## src/rtl/lc3b_pkg.sv

```systemverilog
// Shared LC-3b decode definitions: control-store geometry, opcodes and the
// instruction-field helpers used by the decode stage and its scoreboard.
package lc3b_pkg;

   localparam int CS_WIDTH      = 23;
   localparam int CS_ADDR_WIDTH = 6;

   localparam logic [3:0] OP_BR   = 4'd0;
   localparam logic [3:0] OP_ADD  = 4'd1;
   localparam logic [3:0] OP_LDB  = 4'd2;
   localparam logic [3:0] OP_STB  = 4'd3;
   localparam logic [3:0] OP_JSR  = 4'd4;
   localparam logic [3:0] OP_AND  = 4'd5;
   localparam logic [3:0] OP_LDW  = 4'd6;
   localparam logic [3:0] OP_STW  = 4'd7;
   localparam logic [3:0] OP_RTI  = 4'd8;
   localparam logic [3:0] OP_XOR  = 4'd9;
   localparam logic [3:0] OP_JMP  = 4'd12;
   localparam logic [3:0] OP_SHF  = 4'd13;
   localparam logic [3:0] OP_LEA  = 4'd14;
   localparam logic [3:0] OP_TRAP = 4'd15;

   typedef struct packed {
      logic       use_sr1;
      logic [2:0] sr1;
      logic       use_sr2;
      logic [2:0] sr2;
      logic       use_st;
      logic [2:0] st;
   } src_use_t;

   function automatic logic [CS_ADDR_WIDTH-1:0] cs_addr_of(input logic [15:0] ir);
      return {ir[15:12], ir[11], ir[5]};
   endfunction

   function automatic logic writes_reg(input logic [15:0] ir);
      case (ir[15:12])
         OP_ADD, OP_AND, OP_XOR, OP_SHF,
         OP_LDB, OP_LDW, OP_LEA, OP_JSR: return 1'b1;
         default:                        return 1'b0;
      endcase
   endfunction

   function automatic logic [2:0] drid_of(input logic [15:0] ir);
      if (ir[15:12] == OP_JSR)
         return 3'd7;
      else if (writes_reg(ir))
         return ir[11:9];
      else
         return 3'd0;
   endfunction

   function automatic src_use_t src_use(input logic [15:0] ir);
      src_use_t s;
      s     = '0;
      s.sr1 = ir[8:6];
      s.sr2 = ir[2:0];
      s.st  = ir[11:9];
      case (ir[15:12])
         OP_ADD, OP_AND, OP_XOR: begin
            s.use_sr1 = 1'b1;
            s.use_sr2 = ~ir[5];
         end
         OP_SHF, OP_LDB, OP_LDW, OP_JMP: s.use_sr1 = 1'b1;
         OP_STB, OP_STW: begin
            s.use_sr1 = 1'b1;
            s.use_st  = 1'b1;
         end
         // Only JSRR (register form) reads a base register.
         OP_JSR:  s.use_sr1 = ~ir[11];
         default: s = s;
      endcase
      return s;
   endfunction

endpackage

```

## src/rtl/reg_scoreboard.sv

```systemverilog
// Busy-register scoreboard: marks in-flight destinations and reports whether
// the instruction in DE reads any of them.
import lc3b_pkg::*;

module reg_scoreboard (
   input  logic       clk,
   input  logic       reset,
   input  logic       i_set_en,
   input  logic [2:0] i_set_id,
   input  logic       i_wb_valid,
   input  logic [2:0] i_wb_id,
   input  logic       i_rel_en,
   input  logic [2:0] i_rel_id,
   input  logic       i_query_valid,
   input  src_use_t   i_src,
   output logic       o_stall
);

   logic [7:0] r_busy;
   logic [7:0] w_busy_next;

   generate
      for (genvar gi = 0; gi < 8; gi++) begin : g_bit
         logic w_set;
         logic w_clr;
         assign w_set = i_set_en & (i_set_id == 3'(gi));
         assign w_clr = (i_wb_valid & (i_wb_id == 3'(gi))) |
                        (i_rel_en & (i_rel_id == 3'(gi)));
         // Set has priority so a retiring write cannot cancel a fresh issue.
         assign w_busy_next[gi] = w_set | (r_busy[gi] & ~w_clr);
      end
   endgenerate

   always_ff @(posedge clk) begin
      if (reset)
         r_busy <= '0;
      else
         r_busy <= w_busy_next;
   end

   assign o_stall = i_query_valid &
                    ((i_src.use_sr1 & r_busy[i_src.sr1]) |
                     (i_src.use_sr2 & r_busy[i_src.sr2]) |
                     (i_src.use_st  & r_busy[i_src.st]));

endmodule

```

## src/rtl/decode_stage.sv

```systemverilog
// LC-3b decode stage: DE latch, control-store addressing, dependency check
// and issue into the AGEX latch.
import lc3b_pkg::*;

module decode_stage (
   input  logic                     clk,
   input  logic                     reset,
   input  logic                     fe_valid,
   input  logic [15:0]              fe_ir,
   input  logic [15:0]              fe_npc,
   output logic                     fe_ready,
   output logic [CS_ADDR_WIDTH-1:0] cs_addr,
   input  logic [CS_WIDTH-1:0]      cs_bits,
   output logic                     agex_valid,
   output logic [15:0]              agex_ir,
   output logic [15:0]              agex_npc,
   output logic [CS_WIDTH-1:0]      agex_cs,
   output logic [2:0]               agex_drid,
   output logic                     agex_ld_reg,
   input  logic                     agex_ready,
   input  logic                     wb_valid,
   input  logic [2:0]               wb_drid,
   input  logic                     flush
);

   logic        r_de_valid;
   logic [15:0] r_de_ir;
   logic [15:0] r_de_npc;

   logic                r_agex_valid;
   logic [15:0]         r_agex_ir;
   logic [15:0]         r_agex_npc;
   logic [CS_WIDTH-1:0] r_agex_cs;
   logic [2:0]          r_agex_drid;
   logic                r_agex_ld_reg;

   logic w_dep_stall;
   logic w_agex_free;
   logic w_de_advance;
   logic w_load_de;
   logic w_de_ld_reg;
   logic [2:0] w_de_drid;

   assign w_agex_free  = ~r_agex_valid | agex_ready;
   assign w_de_advance = r_de_valid & ~w_dep_stall & w_agex_free & ~flush;
   assign fe_ready     = (~r_de_valid | w_de_advance) & ~flush;
   assign w_load_de    = fe_valid & fe_ready;
   assign w_de_ld_reg  = writes_reg(r_de_ir);
   assign w_de_drid    = drid_of(r_de_ir);

   // While DE is held the ROM re-reads its instruction so cs_bits stays aligned.
   assign cs_addr = fe_ready ? cs_addr_of(fe_ir) : cs_addr_of(r_de_ir);

   reg_scoreboard u_sb (
      .clk           (clk),
      .reset         (reset),
      .i_set_en      (w_de_advance & w_de_ld_reg),
      .i_set_id      (w_de_drid),
      .i_wb_valid    (wb_valid),
      .i_wb_id       (wb_drid),
      .i_rel_en      (flush & r_agex_valid & r_agex_ld_reg),
      .i_rel_id      (r_agex_drid),
      .i_query_valid (r_de_valid),
      .i_src         (src_use(r_de_ir)),
      .o_stall       (w_dep_stall)
   );

   always_ff @(posedge clk) begin
      if (reset) begin
         r_de_valid <= 1'b0;
         r_de_ir    <= '0;
         r_de_npc   <= '0;
      end else if (flush) begin
         r_de_valid <= 1'b0;
      end else if (w_load_de) begin
         r_de_valid <= 1'b1;
         r_de_ir    <= fe_ir;
         r_de_npc   <= fe_npc;
      end else if (w_de_advance) begin
         r_de_valid <= 1'b0;
      end
   end

   always_ff @(posedge clk) begin
      if (reset) begin
         r_agex_valid  <= 1'b0;
         r_agex_ir     <= '0;
         r_agex_npc    <= '0;
         r_agex_cs     <= '0;
         r_agex_drid   <= '0;
         r_agex_ld_reg <= 1'b0;
      end else if (flush) begin
         r_agex_valid <= 1'b0;
      end else if (w_de_advance) begin
         r_agex_valid  <= 1'b1;
         r_agex_ir     <= r_de_ir;
         r_agex_npc    <= r_de_npc;
         r_agex_cs     <= cs_bits;
         r_agex_drid   <= w_de_drid;
         r_agex_ld_reg <= w_de_ld_reg;
      end else if (agex_ready) begin
         r_agex_valid <= 1'b0;
      end
   end

   assign agex_valid  = r_agex_valid;
   assign agex_ir     = r_agex_ir;
   assign agex_npc    = r_agex_npc;
   assign agex_cs     = r_agex_cs;
   assign agex_drid   = r_agex_drid;
   assign agex_ld_reg = r_agex_ld_reg;

endmodule
```

## config.mk

```make
export PLATFORM = sky130hd
export DESIGN_NAME = decode_stage
export DESIGN_NICKNAME = d
export VERILOG_FILES = /design/src/rtl/lc3b_pkg.sv /design/src/rtl/reg_scoreboard.sv /design/src/rtl/decode_stage.sv
export SDC_FILE = /design/constraint.sdc
export NUM_CORES = 1
export LEC_CHECK = 0
export CAP_MARGIN = 0
export CORE_UTILIZATION = 42
export DETAILED_ROUTE_END_ITERATION = 8
export PLACE_DENSITY = 0.78
export SLEW_MARGIN = 10
export SYNTH_ARGS = -nofsm -noshare
export SYNTH_HDL_FRONTEND = slang
export SYNTH_HIERARCHICAL = 1
export SYNTH_SLANG_ARGS = --single-unit
```

## constraint.sdc

```tcl
create_clock -name clk -period 4.31 [get_ports clk]
set_input_delay 0.862 -clock clk [delete_from_list [all_inputs] [get_ports clk]]
set_output_delay 0.862 -clock clk [all_outputs]
set_load 0.02 [all_outputs]
```

* Yosys cells after proc, flatten, opt, wreduce, memory -nomap -nowiden
Memories as Yosys holds them, arrays and structs flattened. A register that Yosys moved wholly into a read port is not among the register bits.
Cells that the tools add are included.
Widths: inputs -> output; s select.
** Storage, ports and cells
- Register bits after elaboration :: 101
- Memory bits (read-only) :: 32
- Input bits :: 64
- Output and inout port bits :: 67
- Memories kept :: 2
** Memories
- (name not given) :: words 16, width 1, read ports 1, clocked after Yosys merged registers in 1, wr ports 0, line lc3b_pkg.sv:37 : case (ir[15:12])
- (name not given) :: words 16, width 1, read ports 1, clocked after Yosys merged registers in 1, wr ports 0, line lc3b_pkg.sv:37
** Cells by class
- $lt $le $gt $ge :: 3
- Equality and inequality tests :: 31
- Multiplexer cells :: 21
- Bitwise logic cells :: 78
- Reduce and logical (&&, ||, !) cells :: 11
** Operators with widths (count)
- $and 1x1->1 :: 44
- $eq 3x3->1 const B :: 12
- $or 1x1->1 :: 20
- $eq 3x2->1 const B :: 6
- $eq 4x3->1 const B :: 4
- $mux 4 :: 4
- $not 1->1 :: 14
- $eq 4x4->1 const B :: 3
- $lt 3x4->1 const B :: 3
- $mux 1 :: 10
- $bmux 1 s3 :: 3
- $eq 3x1->1 const B :: 3
- $logic_not 3->1 :: 3
- $reduce_or 9->1 :: 1
- $eq 4x2->1 const B :: 2
- $mux 3 :: 2
- $mux 6 :: 1
- $eq 4x1->1 const B :: 1
- $reduce_and 2->1 :: 2
- $reduce_bool 2->1 :: 2
- $reduce_or 2->1 :: 2
- $reduce_or 3->1 :: 1
- $pmux 1 s2 :: 1

* Longest topological paths before layout
- Depth after elaboration :: 17
- Mapped depth :: 17

* Modules after synthesis
The synthesis kept the hierarchy.
** Modules (own cells, without submodules)
- decode_stage :: times used 1, cells an instance 451, area each 3518.4 um^2, sequential area each 1881.8 um^2
- reg_scoreboard :: times used 1, cells an instance 74, area each 641.9 um^2, sequential area each 160.2 um^2

* Worst setup path before layout
Ideal clock, no wire load.
- Path kind :: reg2out
- From :: register r_de_ir[6]
- To :: output cs_addr[0]
- Arrival :: 2.658 ns
- Data required time :: 3.448 ns
- Slack :: 0.790 ns
- Cell stages (with the launch flop) :: 10
- Path through :: dfxtp_1 -> mux4_1 -> mux2_2 -> nand3_2 -> nand3_2 -> nand2b_1 -> or3_1 -> buf_2 -> a21oi_4 -> mux2_2
** Between the ends
- Cells in the longest elaborated chain, start to end :: 13
** Ends and longest elaborated chain
- from (decl) :: line decode_stage.sv:27 : logic [15:0] r_de_ir;
- from (signal assigned) :: line decode_stage.sv:77 : r_de_ir <= fe_ir;
- $bmux 1 s3 :: line reg_scoreboard.sv:42 : ((i_src.use_sr1 & r_busy[i_src.sr1]) |
- $mux 1 (implied by the code) :: line reg_scoreboard.sv:42
- $and 1x1->1 :: line reg_scoreboard.sv:42
- $or 1x1->1 :: line reg_scoreboard.sv:42
- $or 1x1->1 :: line reg_scoreboard.sv:43 : (i_src.use_sr2 & r_busy[i_src.sr2]) |
- $and 1x1->1 :: line reg_scoreboard.sv:41 : assign o_stall = i_query_valid &
- via w_dep_stall :: line decode_stage.sv:37 : logic w_dep_stall;
- $not 1->1 :: line decode_stage.sv:45 : assign w_de_advance = r_de_valid & ~w_dep_stall & w_agex_free & ~flush;
- $and 1x1->1 (3 in a row) :: line decode_stage.sv:45
- $or 1x1->1 :: line decode_stage.sv:46 : assign fe_ready = (~r_de_valid | w_de_advance) & ~flush;
- $and 1x1->1 :: line decode_stage.sv:46
- via fe_ready :: line decode_stage.sv:11 : output logic fe_ready,
- $mux 6 :: line decode_stage.sv:52 : assign cs_addr = fe_ready ? cs_addr_of(fe_ir) : cs_addr_of(r_de_ir);
- to (decl) :: line decode_stage.sv:12 : output logic [CS_ADDR_WIDTH-1:0] cs_addr,
The timed path passes the listed nets, and every way through them passes these cells. The select of a mux whose other input is x is not followed.

* Final worst setup path
- From :: register r_de_ir[7]
- To :: output cs_addr[4]
** Between the ends
- Cells in the longest elaborated chain, start to end :: 13
** Ends and longest elaborated chain (line)
- $bmux 1 s3 :: reg_scoreboard.sv:42
- $mux 1 (implied by the code) :: reg_scoreboard.sv:42
- $and 1x1->1 :: reg_scoreboard.sv:42
- $or 1x1->1 :: reg_scoreboard.sv:42
- $or 1x1->1 :: reg_scoreboard.sv:43
- $and 1x1->1 :: reg_scoreboard.sv:41
- via w_dep_stall :: decode_stage.sv:37
- $not 1->1 :: decode_stage.sv:45
- $and 1x1->1 (3 in a row) :: decode_stage.sv:45
- $or 1x1->1 :: decode_stage.sv:46
- $and 1x1->1 :: decode_stage.sv:46
- $mux 6 :: decode_stage.sv:52
The timed path passes the listed nets, and every way through them passes these cells. The select of a mux whose other input is x is not followed.

==> impl_metrics.yaml <==
setup_path:
  critPathMaxStageDelay_ns: 0.56
  crit_path_from: "r_de_ir[7]"
  worstPathMaxFanout: 5
  crit_slowest_cell: "sky130_fd_sc_hd__mux4_1"
  worst-setup-path-type: "flip-flop to primary output"
  path_delay_family: "multiplexers"
  timing.critical_path.to_type: "primary output"
  crit_required_ns: 3.45
  critical_path_arrival_ns: 3.29
  worst_path_buf_inv: 2
  critical_path.reg2reg.startpoint: "r_de_ir[7]"
  critical_path.cell_chain: "mux4_1 -> mux2_2 -> nand3_2 -> nand3_2 -> nand2b_4 -> or3_4 -> a21oi_4 -> buf_4 -> mux2_2 -> dlygate4sd2_1"
  startpoint_type: "flip-flop"
sta:
  clock_skew_ns: 0.0134
  final_critical_path_required_period_ns: 4.15
  final_max_slew_viols: 0
  fin_hold_ws_ns: 0.457
  max-slew-margin-rel: 0.579
  post_route_setup_tns_ns: 0
  maxClockFrequency_ghz: 0.241
  report.final.setup_viol: 0
  grt_setup_unrepaired: "false"
  hold_violations: 0
  layout_worst_path_cycle_share: 0.962
  worst_slew_pin_tran_ns: 0.632
global_routing:
  first_global_vias: 3786
  antenna_found_initial: 0
  gr-usage-all-layers: 0.216
  globalRouteOverflowTotal: 0
  grt_max_degree: 61
  global_route_wire_length_before_repair_mm: 17.6
cells_and_area:
  finalCoreUtilization: 0.619
  layout-drive-gt1-share: 0.0842
  fin_nets: 714
  syn_to_final_growth_pct: 40.1
  antenna_cells: 0
  number_of_flip_flops_under_the_largest_register_name: 23
  layout.cells.most_common_list: "sky130_fd_sc_hd__nand2_1 (184), sky130_fd_sc_hd__clkdlybuf4s50_1 (122), sky130_fd_sc_hd__dfxtp_1 (100), sky130_fd_sc_hd__a21oi_1 (99)"
  layout_commonest_cell: "sky130_fd_sc_hd__nand2_1"
routing:
  drt_first_pass_iters: 4
  drt_via_density: 5.13
  routed_wire_length_per_instance_um: 13.8
  num_vias: 4011
  drc: 0
  dr.first_iter.drc_count: 156
  drtAntennaViolNets: 0
  postRouteWirelength_mm: 10.8
placed_design:
  place_hpwl_mm: 7.55
  io_buffers: 130
  gp_congestion: 0.885
yosys:
  synth-xor-area-share: 0.00421
  post_synth_simple_gate_area: 0.255
  synthCells: 525
  synthesis.yosys.warnings: 6
  synth_seq_cells: 102
  synthArstFlopShare: 0
  synth.cell_area_mm2: 0.00416
  synth_compound_gate_area_share: 0.152
  dominantRegCellSynth: "sky130_fd_sc_hd__dfxtp_1"
  nets_in_the_synthesized_netlist: 591
  synth_top_family_by_area: "simple AND/OR/NAND/NOR gates"
  synth_seq_area_share: 0.491
  synth_adder_area_share: 0.00602
  post_synth_num_cell_types: 36
  synth-edff-count: 0
  syn_area_per_cell_um2: 7.92
  synth_mux_area_frac: 0.0571
floorplanning:
  chipWidth_um: 102
  fp.dieH_um: 102
  floorplan.core_area_mm2: 0.00942
  start_util: 0.442
  io-pin-count: 131
  rows: 35
  die-area_mm2: 0.0103
clock_network:
  cts-root-buf: "sky130_fd_sc_hd__clkbuf_8"
  cts.clk_slew.worst_paths_ns: 0.10
  post_cts_hold_buffer_count: 0
  cts-htree-levels: 3
  cts_buffer_depth: 2
  clock_latency_ns: 0.35
  numClockSinks: 102
  cts_tree: "done"
  cts_made_buffers: 9
min_path:
  hold_path_startpoint: "r_de_npc[6]"
  hold_path_class: "flip-flop to flip-flop"
power:
  irDropWorstVdd_mv: 0.255
  static-leakage-power_nw: 2.07
  finalPower_mw: 1.80
  power_density_mw_per_mm2: 309
flow_run:
  drv_cap: 0
outcome:
  run_status: "complete, no violations"
==> cells by family after synthesis <==
family          after synthesis
simple gates                249
compound gates              116
flops                       102
buf+inv                      37
mux                          17
xor+xnor                      2
fa+ha+maj                     2
==> cell type report <==
class / count / area, µm²
Inverter: 1 / 3.75
Tap cell: 129 / 161
Clock buffer: 10 / 128
Clock inverter: 6 / 68.8
Timing Repair Buffer: 148 / 1430
Sequential cell: 102 / 2040
Multi-Input combinational cell: 386 / 1990
Fill cell: 837 / 3590
==> through the flow <==
stage,area (µm²),worst slack [ns],instances
after floorplan,4160,0.790,525
after global placement,5570,0.179,759
after detailed placement,5570,0.126,759
after CTS,5800,0.00461,780
after global routing,5830,0.00379,782
final,5830,0.162,782
==> metal layers <==
metal,GRT usage,up-vias,wire length (µm)
li1,-,1999,-
met1,0.277,1849,4660
met2,0.349,153,5030
met3,0.0738,10,987
met4,0.0524,0,133
met5,0,-,0
==> worst paths after layout <==
kind | slack (ns) | cells past startpoint | to
max reg2reg | 1.15 | 13 | w_de_ld_reg
min reg2reg | 0.46 | 2 | agex_npc[6]
min | 0.46 | 2 | agex_npc[6]
max | 0.16 | 10 | cs_addr[4]
==> power by group <==
| part | switching (mW) | internal, mW |
|---|---|---|
| logic | 0.106 | 0.113 |
| registers | 0.0194 | 0.966 |
| clock network | 0.322 | 0.273 |
| total | 0.447 | 1.35 |
==> synth_stat cells (all sizes together), types with 7 or more instances <==
cell type | number | area (µm²)
nor2b | 13 | 81.3
a22oi | 7 | 52.6
mux2 | 8 | 90.1
nand2 | 184 | 691
dfxtp | 102 | 2040
nand3 | 21 | 115
a21oi | 100 | 512
buf | 8 | 35.0
clkbuf | 28 | 105
nor2 | 10 | 37.5
==> repair_timing <==
item / CTS / global route
hold endpoints to repair: 0 / 0
resized for setup: 7 / 9
pin swaps: 1 / 0
setup endpoints to repair: 7 / 7
buffers inserted: 5 / 2
==> tightest hold or removal path, stage by stage, from the launching register on <==
cell	delay, ns
sky130_fd_sc_hd__dfxtp_1	0.32
sky130_fd_sc_hd__nand2_1	0.05
sky130_fd_sc_hd__a21oi_1	0.05
(Power assumes the default switching activity.)
